`config.mk`:
```
export PLATFORM = sky130hd
export DESIGN_NAME = evt_counter_bank_flat
export DESIGN_NICKNAME = d
export VERILOG_FILES = /design/src/rtl/evt_counter_bank_if.sv /design/src/rtl/evt_counter_bank.sv /design/src/flat_wrapper.sv
export SDC_FILE = /design/constraint.sdc
export NUM_CORES = 1
export LEC_CHECK = 0
export ABC_AREA = 0
export CORE_MARGIN = 2
export CORE_UTILIZATION = 40
export DETAILED_ROUTE_END_ITERATION = 6
export HOLD_SLACK_MARGIN = 0.06
export MAX_ROUTING_LAYER = met4
export PLACE_DENSITY = 0.76
export SYNTH_ARGS = -nofsm -noshare
export SYNTH_HDL_FRONTEND = slang
export SYNTH_SLANG_ARGS = --single-unit
```
`constraint.sdc`:
```
create_clock -name clk_in -period 17.3 [get_ports clk_in]
set_clock_uncertainty 0.05 [all_clocks]
set_input_delay 4.325 -clock clk_in [delete_from_list [all_inputs] [get_ports clk_in]]
set_output_delay 4.325 -clock clk_in [all_outputs]
set_load 0.005 [all_outputs]
```
`src/rtl/evt_counter_bank_if.sv`:
```
// Control/status bundle for evt_counter_bank: events, clears and periods in,
// packed counts and terminal-event pulses out.
interface evt_counter_bank_if #(
  parameter int NUM_CH = 2,
  parameter int WIDTH  = 16
);
  logic                    en_in;
  logic [NUM_CH-1:0]       evt_in;
  logic [NUM_CH-1:0]       clear_in;
  logic [NUM_CH*WIDTH-1:0] period_in;
  logic [NUM_CH*WIDTH-1:0] count_out;
  logic [NUM_CH-1:0]       hit_max;
  logic                    all_hit_out;

  modport master (
    output en_in, evt_in, clear_in, period_in,
    input  count_out, hit_max, all_hit_out
  );

  modport slave (
    input  en_in, evt_in, clear_in, period_in,
    output count_out, hit_max, all_hit_out
  );
endinterface

```
`src/rtl/evt_counter_bank.sv`:
```
// Bank of NUM_CH programmable event counters with optional cascading of
// terminal events and wrap/saturate behaviour at the terminal count.
module evt_counter_bank #(
  parameter int NUM_CH   = 2,
  parameter int WIDTH    = 16,
  parameter int CHAIN    = 1,
  parameter int SATURATE = 0
) (
  input  logic             clk_in,
  input  logic             rst_n_in,
  evt_counter_bank_if.slave bus
);

  localparam logic [WIDTH-1:0] ONE = WIDTH'(1);

  logic [WIDTH-1:0]  cnt_p1   [NUM_CH];
  logic [WIDTH-1:0]  last_p0  [NUM_CH];
  logic [NUM_CH-1:0] evt_p0;
  logic [NUM_CH-1:0] term_p0;
  logic [NUM_CH-1:0] carry_p0;
  logic [NUM_CH-1:0] hit_p1;
  logic              all_hit_p1;

  // Terminal count value P-1, with a zero period treated as period 1.
  function automatic logic [WIDTH-1:0] last_val(input logic [WIDTH-1:0] period);
    logic [WIDTH-1:0] r;
    if (period == '0) r = '0;
    else              r = period - ONE;
    return r;
  endfunction

  // Count update for one channel once clear has been ruled out.
  function automatic logic [WIDTH-1:0] next_count(
    input logic [WIDTH-1:0] cnt,
    input logic [WIDTH-1:0] last,
    input logic             term,
    input logic             evt
  );
    logic [WIDTH-1:0] r;
    r = cnt;
    if (term) begin
      if (SATURATE != 0) r = last;
      else               r = '0;
    end else if (evt) begin
      r = cnt + ONE;
    end
    return r;
  endfunction

  // ---- stage p0: effective events, terminal detect, same-cycle carry ripple
  always_comb begin
    logic carry;
    logic raw;
    evt_p0   = '0;
    term_p0  = '0;
    carry_p0 = '0;
    carry    = 1'b0;
    for (int i = 0; i < NUM_CH; i++) begin
      last_p0[i] = last_val(bus.period_in[i*WIDTH +: WIDTH]);
      raw = bus.evt_in[i];
      if ((CHAIN != 0) && (i > 0)) evt_p0[i] = bus.en_in & carry;
      else                         evt_p0[i] = bus.en_in & raw;
      term_p0[i] = evt_p0[i] & (cnt_p1[i] >= last_p0[i]);
      // A cleared channel swallows its own terminal event for the next stage.
      carry_p0[i] = term_p0[i] & ~bus.clear_in[i];
      carry       = carry_p0[i];
    end
  end

  // ---- stage p1: counter state and registered terminal pulses
  always_ff @(posedge clk_in) begin
    if (!rst_n_in) begin
      for (int i = 0; i < NUM_CH; i++) cnt_p1[i] <= '0;
      hit_p1     <= '0;
      all_hit_p1 <= 1'b0;
    end else begin
      for (int i = 0; i < NUM_CH; i++) begin
        if (bus.clear_in[i]) cnt_p1[i] <= '0;
        else cnt_p1[i] <= next_count(cnt_p1[i], last_p0[i], term_p0[i], evt_p0[i]);
      end
      hit_p1     <= carry_p0;
      all_hit_p1 <= &carry_p0;
    end
  end

  for (genvar g = 0; g < NUM_CH; g++) begin : g_out
    assign bus.count_out[g*WIDTH +: WIDTH] = cnt_p1[g];
  end

  assign bus.hit_max     = hit_p1;
  assign bus.all_hit_out = all_hit_p1;

endmodule
```
`src/flat_wrapper.sv`:
```
// flat-port wrapper written by rule: the top's interface ports become plain ports
module evt_counter_bank_flat 
#(
  parameter int NUM_CH   = 2,
  parameter int WIDTH    = 16,
  parameter int CHAIN    = 1,
  parameter int SATURATE = 0
)
  (clk_in, rst_n_in, bus_en_in, bus_evt_in, bus_clear_in, bus_period_in, bus_count_out, bus_hit_max, bus_all_hit_out);
  evt_counter_bank_if #(.NUM_CH(NUM_CH), .WIDTH(WIDTH)) bus_i ();
  input  logic clk_in;
  input  logic rst_n_in;
  input wire logic [$bits(bus_i.en_in)-1:0] bus_en_in;
  input wire logic [$bits(bus_i.evt_in)-1:0] bus_evt_in;
  input wire logic [$bits(bus_i.clear_in)-1:0] bus_clear_in;
  input wire logic [$bits(bus_i.period_in)-1:0] bus_period_in;
  output wire logic [$bits(bus_i.count_out)-1:0] bus_count_out;
  output wire logic [$bits(bus_i.hit_max)-1:0] bus_hit_max;
  output wire logic [$bits(bus_i.all_hit_out)-1:0] bus_all_hit_out;
  assign bus_i.en_in = bus_en_in;
  assign bus_i.evt_in = bus_evt_in;
  assign bus_i.clear_in = bus_clear_in;
  assign bus_i.period_in = bus_period_in;
  assign bus_count_out = bus_i.count_out;
  assign bus_hit_max = bus_i.hit_max;
  assign bus_all_hit_out = bus_i.all_hit_out;
  evt_counter_bank #(.NUM_CH(NUM_CH), .WIDTH(WIDTH), .CHAIN(CHAIN), .SATURATE(SATURATE)) u_core (.clk_in(clk_in), .rst_n_in(rst_n_in), .bus(bus_i));
endmodule
```
==> results of run 1 <==
[state kept, by name, indices dropped and copies added, names as in the netlist]
name                    cells
u_core.bus.hit_max          2
u_core.cnt_p1              32
u_core.bus.all_hit_out      1
[synth_stat cells (2+ instances only)]
master	instances	area share, %
sky130_fd_sc_hd__a211oi_1	3	0.72
sky130_fd_sc_hd__a21o_1	3	0.72
sky130_fd_sc_hd__a21oi_1	12	1.9
sky130_fd_sc_hd__and2_1	4	0.79
sky130_fd_sc_hd__and3_1	4	0.79
sky130_fd_sc_hd__buf_2	2	0.32
sky130_fd_sc_hd__clkbuf_1	4	0.48
sky130_fd_sc_hd__dfxtp_1	3	1.9
sky130_fd_sc_hd__edfxtp_1	32	31
sky130_fd_sc_hd__ha_1	37	15
sky130_fd_sc_hd__inv_1	7	0.83
sky130_fd_sc_hd__mux2i_1	3	0.95
sky130_fd_sc_hd__nand2_1	63	7.5
sky130_fd_sc_hd__nand2b_1	3	0.60
sky130_fd_sc_hd__nand3_1	14	2.2
sky130_fd_sc_hd__nand4_1	8	1.6
sky130_fd_sc_hd__nor2_1	48	5.7
sky130_fd_sc_hd__nor2b_1	8	1.6
sky130_fd_sc_hd__nor3_1	13	2.1
sky130_fd_sc_hd__nor3b_1	2	0.48
sky130_fd_sc_hd__nor4_1	5	0.99
sky130_fd_sc_hd__o21a_1	2	0.48
sky130_fd_sc_hd__o21ai_0	8	1.3
sky130_fd_sc_hd__o31ai_1	2	0.48
sky130_fd_sc_hd__or4_1	4	0.95
sky130_fd_sc_hd__xnor2_1	22	6.1
sky130_fd_sc_hd__xor2_1	27	7.5
[critical path, cell delays in order]
cell                              delay, ps
sky130_fd_sc_hd__clkdlybuf4s50_1        450
sky130_fd_sc_hd__or4_1                  600
sky130_fd_sc_hd__nor4_1                 310
sky130_fd_sc_hd__nor2b_1                220
sky130_fd_sc_hd__nand4b_1               460
sky130_fd_sc_hd__nand2_1                220
sky130_fd_sc_hd__ha_1                   150
sky130_fd_sc_hd__nand4_1                120
sky130_fd_sc_hd__or4_1                  540
sky130_fd_sc_hd__a21oi_1                160
sky130_fd_sc_hd__a211oi_2               130
sky130_fd_sc_hd__a2111oi_4              860
sky130_fd_sc_hd__nor2_1                 120
[per-stage QoR]
stage / utilization, % / total power [W] / hold WS [ps] / setup slack [ps]
global placement: 51.55 / 0.0001631 / 597.0 / 8396
detailed placement: 51.55 / 0.0001656 / 604.6 / 8224
floorplan: - / 0.0001356 / 573.0 / 8513
finish: 52.73 / 0.0002246 / 603.0 / 8567
global route: 52.73 / 0.0002372 / 641.7 / 8191
CTS: 52.73 / 0.0002275 / 615.0 / 8541
[power by group through the flow]
stage                     registers [W]  logic (W)  clock network [W]
after floorplan                0.000107  0.0000287                  0
after global placement         0.000108  0.0000549                  0
after detailed placement       0.000108  0.0000572                  0
after CTS                      0.000107  0.0000576          0.0000631
after global routing           0.000108  0.0000637          0.0000655
final                          0.000107  0.0000570          0.0000609
[per-layer routing]
layer,vias up,wire [um]
met2,72,3458
met3,6,330
met5,-,0
met1,1250,3160
met4,0,68
li1,1424,-
[final timing paths]
path | end | slack [ps] | cells after the start | start
worst max-delay path | u_core.cnt_p1[1][4]$_SDFFCE_PP0P_ | 8570 | 13 | bus_period_in[9]
worst min-delay path | u_core.cnt_p1[1][0]$_SDFFCE_PP0P_ | 600 | 1 | u_core.cnt_p1[1][0]$_SDFFCE_PP0P_
worst max register to register | u_core.cnt_p1[1][4]$_SDFFCE_PP0P_ | 14190 | 7 | u_core.cnt_p1[0][12]$_SDFFCE_PP0P_
worst min register to register | u_core.cnt_p1[1][0]$_SDFFCE_PP0P_ | 600 | 1 | u_core.cnt_p1[1][0]$_SDFFCE_PP0P_
[cell families (layout without fill, tap and decap cells)]
logic type / Yosys count / after routing / share of synthesized area [%]
flip-flops: 35 / 35 / 32.43
multiplexers: 3 / 3 / 0.9539
AND/OR/NAND/NOR: 186 / 186 / 28.18
XOR/XNOR: 49 / 49 / 13.63
adder cells (fa/ha/maj): 37 / 37 / 14.71
AO/OA/AOI/OAI: 37 / 37 / 7.949
buffers and inverters: 15 / 88 / 2.146
[layout make-up]
class,instances,area share [%]
Clock inverter,1,0.1235
Multi-Input combinational cell,312,50.80
Tap cell,102,3.148
Timing Repair Buffer,73,17.96
Inverter,7,0.6481
Sequential cell,35,25.19
Clock buffer,7,2.130
==> impl_metrics.xml, run 1 <==
<?xml version="1.0" encoding="UTF-8"?>
<metrics>
  <group name="place">
    <metric name="place_congestion" unit="">0.8490</metric>
    <metric name="hpwl_detailed" unit="um">5600</metric>
    <metric name="dpl_cell_area" unit="um^2">3963</metric>
    <metric name="placed_cells" unit="">529</metric>
    <metric name="port_buffers" unit="">72</metric>
  </group>
  <group name="timing">
    <metric name="totalNegativeSetupSlack" unit="ps">0</metric>
    <metric name="max-slew-margin-rel" unit="%">20.39</metric>
    <metric name="period_share" unit="%">50.48</metric>
    <metric name="slew_viol_final" unit="">0</metric>
    <metric name="hold_viol" unit="">0</metric>
    <metric name="maxClockFrequency" unit="MHz">114.5</metric>
    <metric name="finalSetupViolCount" unit="">0</metric>
    <metric name="transition_time_at_the_pin_with_the_least_slew_margin" unit="ps">1192</metric>
    <metric name="period_minus_slack" unit="ps">8733</metric>
    <metric name="unrepaired_setup_endpoints_after_global_routing" unit="">no</metric>
  </group>
  <group name="routing">
    <metric name="detailroute.via_count" unit="">2752</metric>
    <metric name="finalWirelength" unit="um">7017</metric>
    <metric name="drt_first_pass_iters" unit="">4</metric>
    <metric name="post_dr_wirelength_cell" unit="um">13.07</metric>
    <metric name="detailedRoute.firstIterationViolations" unit="">63</metric>
    <metric name="drt_drc_violations_left" unit="">0</metric>
    <metric name="routed_via_density" unit="">5.125</metric>
    <metric name="final_antenna_net_count" unit="">0</metric>
  </group>
  <group name="layout">
    <metric name="nets" unit="">510</metric>
    <metric name="most_common_cell_after_layout_fill_and_taps_aside" unit="">sky130_fd_sc_hd__clkdlybuf4s50_1</metric>
    <metric name="stdcell_count" unit="">537</metric>
    <metric name="most-common-layout-cells" unit="">sky130_fd_sc_hd__clkdlybuf4s50_1 (72), sky130_fd_sc_hd__nand2_1 (63), sky130_fd_sc_hd__nor2_1 (48)</metric>
    <metric name="final_layout_size_suffix_gt1_share" unit="%">3.448</metric>
    <metric name="layout_overhead_on_the_synthesized_area" unit="%">28.78</metric>
    <metric name="finalInstanceArea" unit="um^2">4054</metric>
    <metric name="num_antenna_cells" unit="">0</metric>
    <metric name="ff_latch_area" unit="um^2">1021</metric>
    <metric name="multiInputGateArea" unit="um^2">2059</metric>
    <metric name="filler_instances" unit="">734</metric>
  </group>
  <group name="pwr">
    <metric name="cellLeakagePower" unit="nW">1.653</metric>
    <metric name="power.sequential.fraction" unit="%">47.5</metric>
    <metric name="power.switching" unit="W">0.00006221</metric>
    <metric name="swShare" unit="%">27.69</metric>
    <metric name="power_density" unit="nW/um^2">55.42</metric>
    <metric name="internal-power" unit="W">0.0001624</metric>
    <metric name="share_clk_of_total_power" unit="%">27.1</metric>
    <metric name="vdd.ir_drop.worst" unit="uV">27.07</metric>
    <metric name="power_frac_comb" unit="%">25.4</metric>
  </group>
  <group name="critical_path">
    <metric name="end_kind" unit="">flip-flop</metric>
    <metric name="critPathRequiredTime" unit="ps">17240</metric>
    <metric name="critical_path.max_fanout" unit="">18</metric>
    <metric name="cp_data_arrival_time" unit="ps">8680</metric>
    <metric name="critical_path.startpoint_type" unit="">input port</metric>
    <metric name="timing.setup.critical_path_class" unit="">in2reg</metric>
  </group>
  <group name="grt">
    <metric name="grt.total_usage" unit="%">16.91</metric>
    <metric name="grt_antenna_before_repair" unit="">0</metric>
    <metric name="use_met1" unit="%">20.08</metric>
    <metric name="grt_start_max_net_pins" unit="">20</metric>
    <metric name="global_route.peak_usage_layer" unit="">met2</metric>
    <metric name="grt_first_pass_wirelength" unit="um">11600</metric>
    <metric name="first_global_vias" unit="">2586</metric>
    <metric name="grt_use_met2" unit="%">29.62</metric>
    <metric name="gr-usage-met3" unit="%">2.360</metric>
    <metric name="globalRouteOverflowTotal" unit="">0</metric>
  </group>
  <group name="clocking">
    <metric name="tritoncts" unit="">yes</metric>
    <metric name="clk_lat_worst_skew" unit="ps">280</metric>
    <metric name="hold_buf_cts" unit="">0</metric>
    <metric name="cts_root_buffer" unit="">sky130_fd_sc_hd__clkbuf_8</metric>
    <metric name="cts_resized" unit="">0</metric>
    <metric name="ctsHtreeMaxLevel" unit="">2</metric>
    <metric name="ctsLongestPathBuffers" unit="">2</metric>
    <metric name="sink_count_of_the_clock_tree" unit="">35</metric>
    <metric name="clk_transition_reported_paths" unit="ps">70</metric>
    <metric name="numCtsBuffers" unit="">5</metric>
    <metric name="postCtsSetupRepairBufs" unit="">0</metric>
  </group>
  <group name="synthesis">
    <metric name="edff_count_synth" unit="">32</metric>
    <metric name="most_used_dff_post_synth" unit="">sky130_fd_sc_hd__edfxtp_1</metric>
    <metric name="synth.distinct_cells" unit="">46</metric>
    <metric name="ys_warn_count" unit="">0</metric>
    <metric name="ys_seq_elements" unit="">35</metric>
    <metric name="yosysSeqAreaShare" unit="%">32.43</metric>
    <metric name="synth_fp_nets" unit="">438</metric>
    <metric name="synth_cells" unit="">362</metric>
    <metric name="synth_async_sr_flop_share" unit="%">0</metric>
    <metric name="mean_instance_size_in_the_synthesized_netlist" unit="um^2">8.696</metric>
    <metric name="syn_area" unit="um^2">3148</metric>
  </group>
  <group name="outcome">
    <metric name="status" unit="">completed</metric>
  </group>
  <group name="job">
    <metric name="maxCapViolations" unit="">0</metric>
  </group>
  <group name="floorplan">
    <metric name="die-width" unit="um">92.72</metric>
    <metric name="placeableCoreArea" unit="um^2">7687</metric>
    <metric name="num_rows" unit="">32</metric>
    <metric name="fp.dieArea" unit="um^2">8596</metric>
    <metric name="starting_density_of_the_core" unit="%">40.95</metric>
    <metric name="io-pin-count" unit="">74</metric>
    <metric name="die-height" unit="um">92.72</metric>
  </group>
  <group name="min_path">
    <metric name="min_path_type" unit="">reg2reg</metric>
  </group>
</metrics>
No activity file was read; power rests on OpenSTA's default activity.
==> inputs of run 2 (changes only) <==
==> constraint.sdc (replaced) <==
create_clock -name clk_in -period 8.4 [get_ports clk_in]
set_clock_uncertainty 0.05 [all_clocks]
set_input_delay 2.1 -clock clk_in [delete_from_list [all_inputs] [get_ports clk_in]]
set_output_delay 2.1 -clock clk_in [all_outputs]
set_load 0.005 [all_outputs]
==> impl_metrics.xml, run 2 (same netlist as run 1, synthesis figures left out) <==
<?xml version="1.0" encoding="UTF-8"?>
<metrics>
  <group name="outcome">
    <metric name="status" unit="">completed</metric>
  </group>
  <group name="layout">
    <metric name="largest_register_ffs" unit="">32</metric>
    <metric name="most_common_cell_after_layout_fill_and_taps_aside" unit="">sky130_fd_sc_hd__clkdlybuf4s50_1</metric>
    <metric name="nets" unit="">510</metric>
    <metric name="filler_instances" unit="">731</metric>
    <metric name="max_flop_register" unit="">u_core.cnt_p1</metric>
    <metric name="num_antenna_cells" unit="">0</metric>
    <metric name="stdcell_count" unit="">536</metric>
    <metric name="final_layout_size_suffix_gt1_share" unit="%">3.456</metric>
    <metric name="layout_overhead_on_the_synthesized_area" unit="%">28.66</metric>
    <metric name="most-common-layout-cells" unit="">sky130_fd_sc_hd__clkdlybuf4s50_1 (72), sky130_fd_sc_hd__nand2_1 (63), sky130_fd_sc_hd__nor2_1 (48)</metric>
  </group>
  <group name="pwr">
    <metric name="vdd.ir_drop.worst" unit="uV">57.33</metric>
    <metric name="cellLeakagePower" unit="nW">1.651</metric>
    <metric name="power_density" unit="nW/um^2">113.7</metric>
  </group>
  <group name="clocking">
    <metric name="ctsLongestPathBuffers" unit="">2</metric>
    <metric name="clk_lat_worst_skew" unit="ps">290</metric>
    <metric name="numCtsBuffers" unit="">5</metric>
    <metric name="clk_transition_reported_paths" unit="ps">70</metric>
    <metric name="ctsHtreeMaxLevel" unit="">2</metric>
    <metric name="sink_count_of_the_clock_tree" unit="">35</metric>
    <metric name="hold_buf_cts" unit="">0</metric>
    <metric name="tritoncts" unit="">yes</metric>
    <metric name="postCtsSetupRepairBufs" unit="">0</metric>
    <metric name="cts_root_buffer" unit="">sky130_fd_sc_hd__clkbuf_8</metric>
    <metric name="cts_resized" unit="">0</metric>
  </group>
  <group name="min_path">
    <metric name="timing.hold.worst_path_depth" unit="">1</metric>
    <metric name="worst_hold_path.endpoint" unit="">u_core.cnt_p1[1][0]$_SDFFCE_PP0P_</metric>
    <metric name="timing.hold.worst.start" unit="">u_core.cnt_p1[1][0]$_SDFFCE_PP0P_</metric>
    <metric name="min_path_type" unit="">reg2reg</metric>
  </group>
  <group name="critical_path">
    <metric name="critical_path.n_buffers_inverters" unit="">1</metric>
    <metric name="cpPeakStageDelay" unit="ps">840</metric>
    <metric name="critical_path.reg2reg.startpoint" unit="">u_core.cnt_p1[0][13]$_SDFFCE_PP0P_</metric>
    <metric name="critical_path.startpoint_type" unit="">input port</metric>
    <metric name="r2r-end" unit="">u_core.cnt_p1[0][7]$_SDFFCE_PP0P_</metric>
    <metric name="cp_data_arrival_time" unit="ps">6400</metric>
    <metric name="critical-path-slowest-cell" unit="">sky130_fd_sc_hd__o21ai_1</metric>
    <metric name="timing.setup.critical_path_class" unit="">in2reg</metric>
    <metric name="timing.critical_path.cells" unit="">clkdlybuf4s50_1 &gt; or4_1 &gt; nor4_1 &gt; nor2b_1 &gt; nand4b_1 &gt; nand2_1 &gt; ha_1 &gt; nand4_1 &gt; or4_1 &gt; a21oi_1 &gt; a211oi_2 &gt; o21ai_1 &gt; nor2_1</metric>
    <metric name="r2r_slack" unit="ps">5330</metric>
    <metric name="timing.critical_path.mode_cell" unit="">sky130_fd_sc_hd__or4_1</metric>
    <metric name="cpLargestDelayFamily" unit="">simple AND/OR/NAND/NOR gates</metric>
    <metric name="critPathRequiredTime" unit="ps">8340</metric>
    <metric name="cells_on_worst_reg2reg_path" unit="">7</metric>
    <metric name="end_kind" unit="">flip-flop</metric>
    <metric name="critical_path.max_fanout" unit="">15</metric>
  </group>
  <group name="routing">
    <metric name="detailroute.via_count" unit="">2774</metric>
    <metric name="post_dr_wirelength_cell" unit="um">13.08</metric>
    <metric name="drt_drc_violations_left" unit="">0</metric>
    <metric name="finalWirelength" unit="um">7013</metric>
    <metric name="detailedRoute.firstIterationViolations" unit="">95</metric>
    <metric name="drt_first_pass_iters" unit="">4</metric>
    <metric name="routed_via_density" unit="">5.175</metric>
    <metric name="final_antenna_net_count" unit="">0</metric>
  </group>
  <group name="floorplan">
    <metric name="io-pin-count" unit="">74</metric>
    <metric name="die-width" unit="um">92.72</metric>
    <metric name="die-height" unit="um">92.72</metric>
    <metric name="fp.dieArea" unit="um^2">8596</metric>
    <metric name="starting_density_of_the_core" unit="%">40.95</metric>
    <metric name="num_rows" unit="">32</metric>
    <metric name="placeableCoreArea" unit="um^2">7687</metric>
  </group>
  <group name="timing">
    <metric name="transition_time_at_the_pin_with_the_least_slew_margin" unit="ps">1151</metric>
    <metric name="totalNegativeSetupSlack" unit="ps">0</metric>
    <metric name="hold_viol" unit="">0</metric>
    <metric name="finalSetupViolCount" unit="">0</metric>
    <metric name="period_minus_slack" unit="ps">6462</metric>
    <metric name="unrepaired_setup_endpoints_after_global_routing" unit="">no</metric>
    <metric name="slew_viol_final" unit="">0</metric>
    <metric name="period_share" unit="%">76.92</metric>
    <metric name="maxClockFrequency" unit="MHz">154.8</metric>
    <metric name="max-slew-margin-rel" unit="%">23.08</metric>
  </group>
  <group name="place">
    <metric name="place_congestion" unit="">0.8503</metric>
    <metric name="port_buffers" unit="">72</metric>
    <metric name="hpwl_detailed" unit="um">5590</metric>
    <metric name="placed_cells" unit="">529</metric>
  </group>
  <group name="grt">
    <metric name="first_global_vias" unit="">2865</metric>
    <metric name="grt_first_pass_wirelength" unit="um">12140</metric>
    <metric name="globalRouteOverflowTotal" unit="">0</metric>
    <metric name="grt_start_max_net_pins" unit="">20</metric>
    <metric name="grt.total_usage" unit="%">17.47</metric>
    <metric name="grt_antenna_before_repair" unit="">0</metric>
  </group>
  <group name="job">
    <metric name="maxCapViolations" unit="">0</metric>
  </group>
</metrics>
-- run 2: changes by cell type in the layout (fill, tap and decap cells not counted) --
cell                       previous run  this run
sky130_fd_sc_hd__clkbuf_1             1         0
-- run 2: routing by layer --
layer	global-route usage [%]	wire, um
met5	-	0
met4	5.270	85
met3	1.953	295
met2	31.33	3454
met1	20.65	3178
-- run 2: worst max-delay path by stage --
stage | start | to | cells after the start
global route | bus_period_in[9] | u_core.cnt_p1[0][5]$_SDFFCE_PP0P_ | 13
CTS | bus_period_in[9] | u_core.cnt_p1[0][5]$_SDFFCE_PP0P_ | 13
global placement | bus_period_in[7] | u_core.cnt_p1[0][3]$_SDFFCE_PP0P_ | 13
detailed placement | bus_period_in[9] | u_core.cnt_p1[0][5]$_SDFFCE_PP0P_ | 13
finish | bus_period_in[9] | u_core.cnt_p1[0][7]$_SDFFCE_PP0P_ | 13
floorplan | bus_period_in[9] | u_core.cnt_p1[1][0]$_SDFFCE_PP0P_ | 13
-- run 2: stage by stage --
step	hold slack, ps	cell area (um^2)	util, %	power, W	setup slack (ps)
floorplan	573.0	3148	-	0.0002793	1838
global placement	596.8	3963	51.55	0.0003360	1722
detailed placement	607.9	3963	51.55	0.0003403	1592
CTS	623.4	4050	52.69	0.0004653	1909
global route	658.7	4050	52.69	0.0004888	1553
finish	616.8	4050	52.69	0.0004605	1938
-- run 2: area by class of cell --
cell class              instances  area [um^2]  share of cell area (%)
well taps                     102        127.6                   3.151
clock buffers                   6        82.58                   2.039
repair buffers                 73        728.2                   17.98
multi-input cells             312         2059                   50.85
inverters                       7        26.28                  0.6487
clock inverters                 1        5.005                  0.1236
flip-flops and latches         35         1021                   25.21
-- run 2: worst register-to-register path, stage by stage (launching register included) --
cell	delay [ps]
sky130_fd_sc_hd__edfxtp_1	470
sky130_fd_sc_hd__ha_1	340
sky130_fd_sc_hd__nand4_1	120
sky130_fd_sc_hd__or4_1	540
sky130_fd_sc_hd__a21oi_1	160
sky130_fd_sc_hd__a211oi_2	130
sky130_fd_sc_hd__o21ai_1	850
sky130_fd_sc_hd__nor2_1	130
-- run 2: where the power goes --
| group | total (W) | switching, W | internal [W] |
|---|---|---|---|
| Sequential | 0.000220 | 0.0000173 | 0.000203 |
| Combinational | 0.000116 | 0.0000510 | 0.0000653 |
| Clock | 0.000124 | 0.0000598 | 0.0000643 |
| Total | 0.000461 | 0.000128 | 0.000332 |
==> inputs of run 3 (changes only) <==
==> constraint.sdc (replaced) <==
create_clock -name clk_in -period 6.5 [get_ports clk_in]
set_clock_uncertainty 0.05 [all_clocks]
set_input_delay 1.625 -clock clk_in [delete_from_list [all_inputs] [get_ports clk_in]]
set_output_delay 1.625 -clock clk_in [all_outputs]
set_load 0.005 [all_outputs]
==> impl_metrics.xml, run 3 (same netlist as run 1, synthesis figures left out) <==
<?xml version="1.0" encoding="UTF-8"?>
<metrics>
  <group name="pwr">
    <metric name="cellLeakagePower" unit="nW">1.662</metric>
    <metric name="power_density" unit="nW/um^2">154.4</metric>
    <metric name="report.power.total" unit="W">0.0006294</metric>
    <metric name="vdd.ir_drop.worst" unit="uV">81.91</metric>
  </group>
  <group name="min_path">
    <metric name="worst_hold_path.endpoint" unit="">u_core.cnt_p1[1][0]$_SDFFCE_PP0P_</metric>
    <metric name="timing.hold.worst.start" unit="">u_core.cnt_p1[1][0]$_SDFFCE_PP0P_</metric>
    <metric name="min_path_type" unit="">reg2reg</metric>
    <metric name="timing.hold.worst_path_depth" unit="">1</metric>
  </group>
  <group name="critical_path">
    <metric name="cp_data_arrival_time" unit="ps">5910</metric>
    <metric name="r2r_slack" unit="ps">3420</metric>
    <metric name="r2r-end" unit="">u_core.cnt_p1[0][12]$_SDFFCE_PP0P_</metric>
    <metric name="critical_path.max_fanout" unit="">15</metric>
    <metric name="timing.setup.critical_path_class" unit="">in2reg</metric>
    <metric name="critPathRequiredTime" unit="ps">6440</metric>
    <metric name="end_kind" unit="">flip-flop</metric>
    <metric name="critical_path.startpoint_type" unit="">input port</metric>
    <metric name="critical_path.reg2reg.startpoint" unit="">u_core.cnt_p1[0][15]$_SDFFCE_PP0P_</metric>
    <metric name="cells_on_worst_reg2reg_path" unit="">7</metric>
  </group>
  <group name="timing">
    <metric name="transition_time_at_the_pin_with_the_least_slew_margin" unit="ps">1143</metric>
    <metric name="max-slew-margin-rel" unit="%">23.68</metric>
    <metric name="totalNegativeSetupSlack" unit="ps">0</metric>
    <metric name="whs" unit="ps">608.0</metric>
    <metric name="period_share" unit="%">91.94</metric>
    <metric name="unrepaired_setup_endpoints_after_global_routing" unit="">no</metric>
    <metric name="finalSetupViolCount" unit="">0</metric>
    <metric name="hold_viol" unit="">0</metric>
    <metric name="maxClockFrequency" unit="MHz">167.3</metric>
    <metric name="worst_slack" unit="ps">524.2</metric>
    <metric name="slew_viol_final" unit="">0</metric>
    <metric name="period_minus_slack" unit="ps">5976</metric>
  </group>
  <group name="floorplan">
    <metric name="num_rows" unit="">32</metric>
    <metric name="starting_density_of_the_core" unit="%">40.95</metric>
    <metric name="io-pin-count" unit="">74</metric>
    <metric name="die-width" unit="um">92.72</metric>
    <metric name="fp.dieArea" unit="um^2">8596</metric>
    <metric name="die-height" unit="um">92.72</metric>
    <metric name="placeableCoreArea" unit="um^2">7687</metric>
  </group>
  <group name="grt">
    <metric name="first_global_vias" unit="">2823</metric>
    <metric name="grt_first_pass_wirelength" unit="um">11980</metric>
    <metric name="grt.total_usage" unit="%">17.26</metric>
    <metric name="globalRouteOverflowTotal" unit="">0</metric>
    <metric name="grt_antenna_before_repair" unit="">0</metric>
    <metric name="grt_start_max_net_pins" unit="">20</metric>
  </group>
  <group name="place">
    <metric name="dpl_cell_area" unit="um^2">3970</metric>
    <metric name="hpwl_detailed" unit="um">5669</metric>
    <metric name="port_buffers" unit="">72</metric>
    <metric name="place_worst_setup_slack" unit="ps">203.7</metric>
    <metric name="place_congestion" unit="">0.8454</metric>
  </group>
  <group name="routing">
    <metric name="final_antenna_net_count" unit="">0</metric>
    <metric name="detailedRoute.firstIterationViolations" unit="">61</metric>
    <metric name="drt_first_pass_iters" unit="">4</metric>
    <metric name="detailroute.via_count" unit="">2797</metric>
    <metric name="routed_via_density" unit="">5.199</metric>
    <metric name="drt_drc_violations_left" unit="">0</metric>
    <metric name="post_dr_wirelength_cell" unit="um">13.10</metric>
    <metric name="finalWirelength" unit="um">7048</metric>
  </group>
  <group name="layout">
    <metric name="most-common-layout-cells" unit="">sky130_fd_sc_hd__clkdlybuf4s50_1 (72), sky130_fd_sc_hd__nand2_1 (63), sky130_fd_sc_hd__nor2_1 (48)</metric>
    <metric name="num_antenna_cells" unit="">0</metric>
    <metric name="most_common_cell_after_layout_fill_and_taps_aside" unit="">sky130_fd_sc_hd__clkdlybuf4s50_1</metric>
    <metric name="nets" unit="">511</metric>
    <metric name="finalInstanceArea" unit="um^2">4076</metric>
    <metric name="largest_register_ffs" unit="">32</metric>
    <metric name="layout_overhead_on_the_synthesized_area" unit="%">29.49</metric>
    <metric name="final_layout_size_suffix_gt1_share" unit="%">3.440</metric>
    <metric name="max_flop_register" unit="">u_core.cnt_p1</metric>
  </group>
  <group name="clocking">
    <metric name="ctsHtreeMaxLevel" unit="">2</metric>
    <metric name="postCtsSetupRepairBufs" unit="">0</metric>
    <metric name="ctsLongestPathBuffers" unit="">2</metric>
    <metric name="clk_lat_worst_skew" unit="ps">280</metric>
    <metric name="clk_transition_reported_paths" unit="ps">70</metric>
    <metric name="sink_count_of_the_clock_tree" unit="">35</metric>
    <metric name="numCtsBuffers" unit="">5</metric>
    <metric name="hold_buf_cts" unit="">0</metric>
    <metric name="cts_resized" unit="">0</metric>
    <metric name="tritoncts" unit="">yes</metric>
    <metric name="cts_root_buffer" unit="">sky130_fd_sc_hd__clkbuf_8</metric>
  </group>
  <group name="job">
    <metric name="maxCapViolations" unit="">0</metric>
  </group>
  <group name="outcome">
    <metric name="status" unit="">completed</metric>
  </group>
</metrics>
run 3: final cells by class:
type	count	area, um^2
clock buffer	7	76.32
clock inverter	1	30.03
fill	710	3611
inverter	7	26.28
multi-input combinational	312	2059
sequential	35	1021
tap	102	127.6
timing repair buffer	74	735.7
run 3: per-stage QoR:
stage / util [%] / std cells
2_1_floorplan: - / 362
3_3_place_gp: 51.64 / 530
3_5_place_dp: 51.64 / 530
4_1_cts: 53.03 / 538
5_1_grt: 53.03 / 538
6_report: 53.03 / 538
run 3: report_power, final:
| part | internal [W] | total (W) | switching (W) | leakage (nW) |
|---|---|---|---|---|
| sequential | 0.000262 | 0.000285 | 0.0000229 | 0.383 |
| clock | 0.000115 | 0.000193 | 0.0000786 | 0.0524 |
| combinational | 0.0000849 | 0.000151 | 0.0000664 | 1.23 |
run 3: metal layers:
metal	track usage, %	share of wire (%)	up-vias
met4	5.637	0.88	0
met1	19.85	45	1284
li1	-	-	1428
met3	2.685	4.7	4
met5	-	0	-
met2	30.84	50	81
run 3: worst max-delay path, cell delays in order:
cell,delay (ps)
sky130_fd_sc_hd__clkdlybuf4s50_1,450
sky130_fd_sc_hd__or4_1,600
sky130_fd_sc_hd__nor4_1,290
sky130_fd_sc_hd__nor2b_1,220
sky130_fd_sc_hd__nand4b_1,450
sky130_fd_sc_hd__nand2_1,190
sky130_fd_sc_hd__ha_1,160
sky130_fd_sc_hd__nand4_1,120
sky130_fd_sc_hd__or4_1,550
sky130_fd_sc_hd__a21oi_1,170
sky130_fd_sc_hd__a211oi_2,140
sky130_fd_sc_hd__o21ai_1,830
sky130_fd_sc_hd__nor2_1,130
run 3: how the worst max path moves through the flow:
stage / depth (start not counted) / to / start
after CTS: 13 / u_core.cnt_p1[0][9]$_SDFFCE_PP0P_ / bus_period_in[9]
after global routing: 13 / u_core.cnt_p1[0][9]$_SDFFCE_PP0P_ / bus_period_in[9]
final: 13 / u_core.cnt_p1[0][12]$_SDFFCE_PP0P_ / bus_period_in[9]
after floorplan: 13 / u_core.cnt_p1[1][0]$_SDFFCE_PP0P_ / bus_period_in[9]
after global placement: 13 / u_core.cnt_p1[0][3]$_SDFFCE_PP0P_ / bus_period_in[9]
after detailed placement: 13 / u_core.cnt_p1[0][12]$_SDFFCE_PP0P_ / bus_period_in[9]
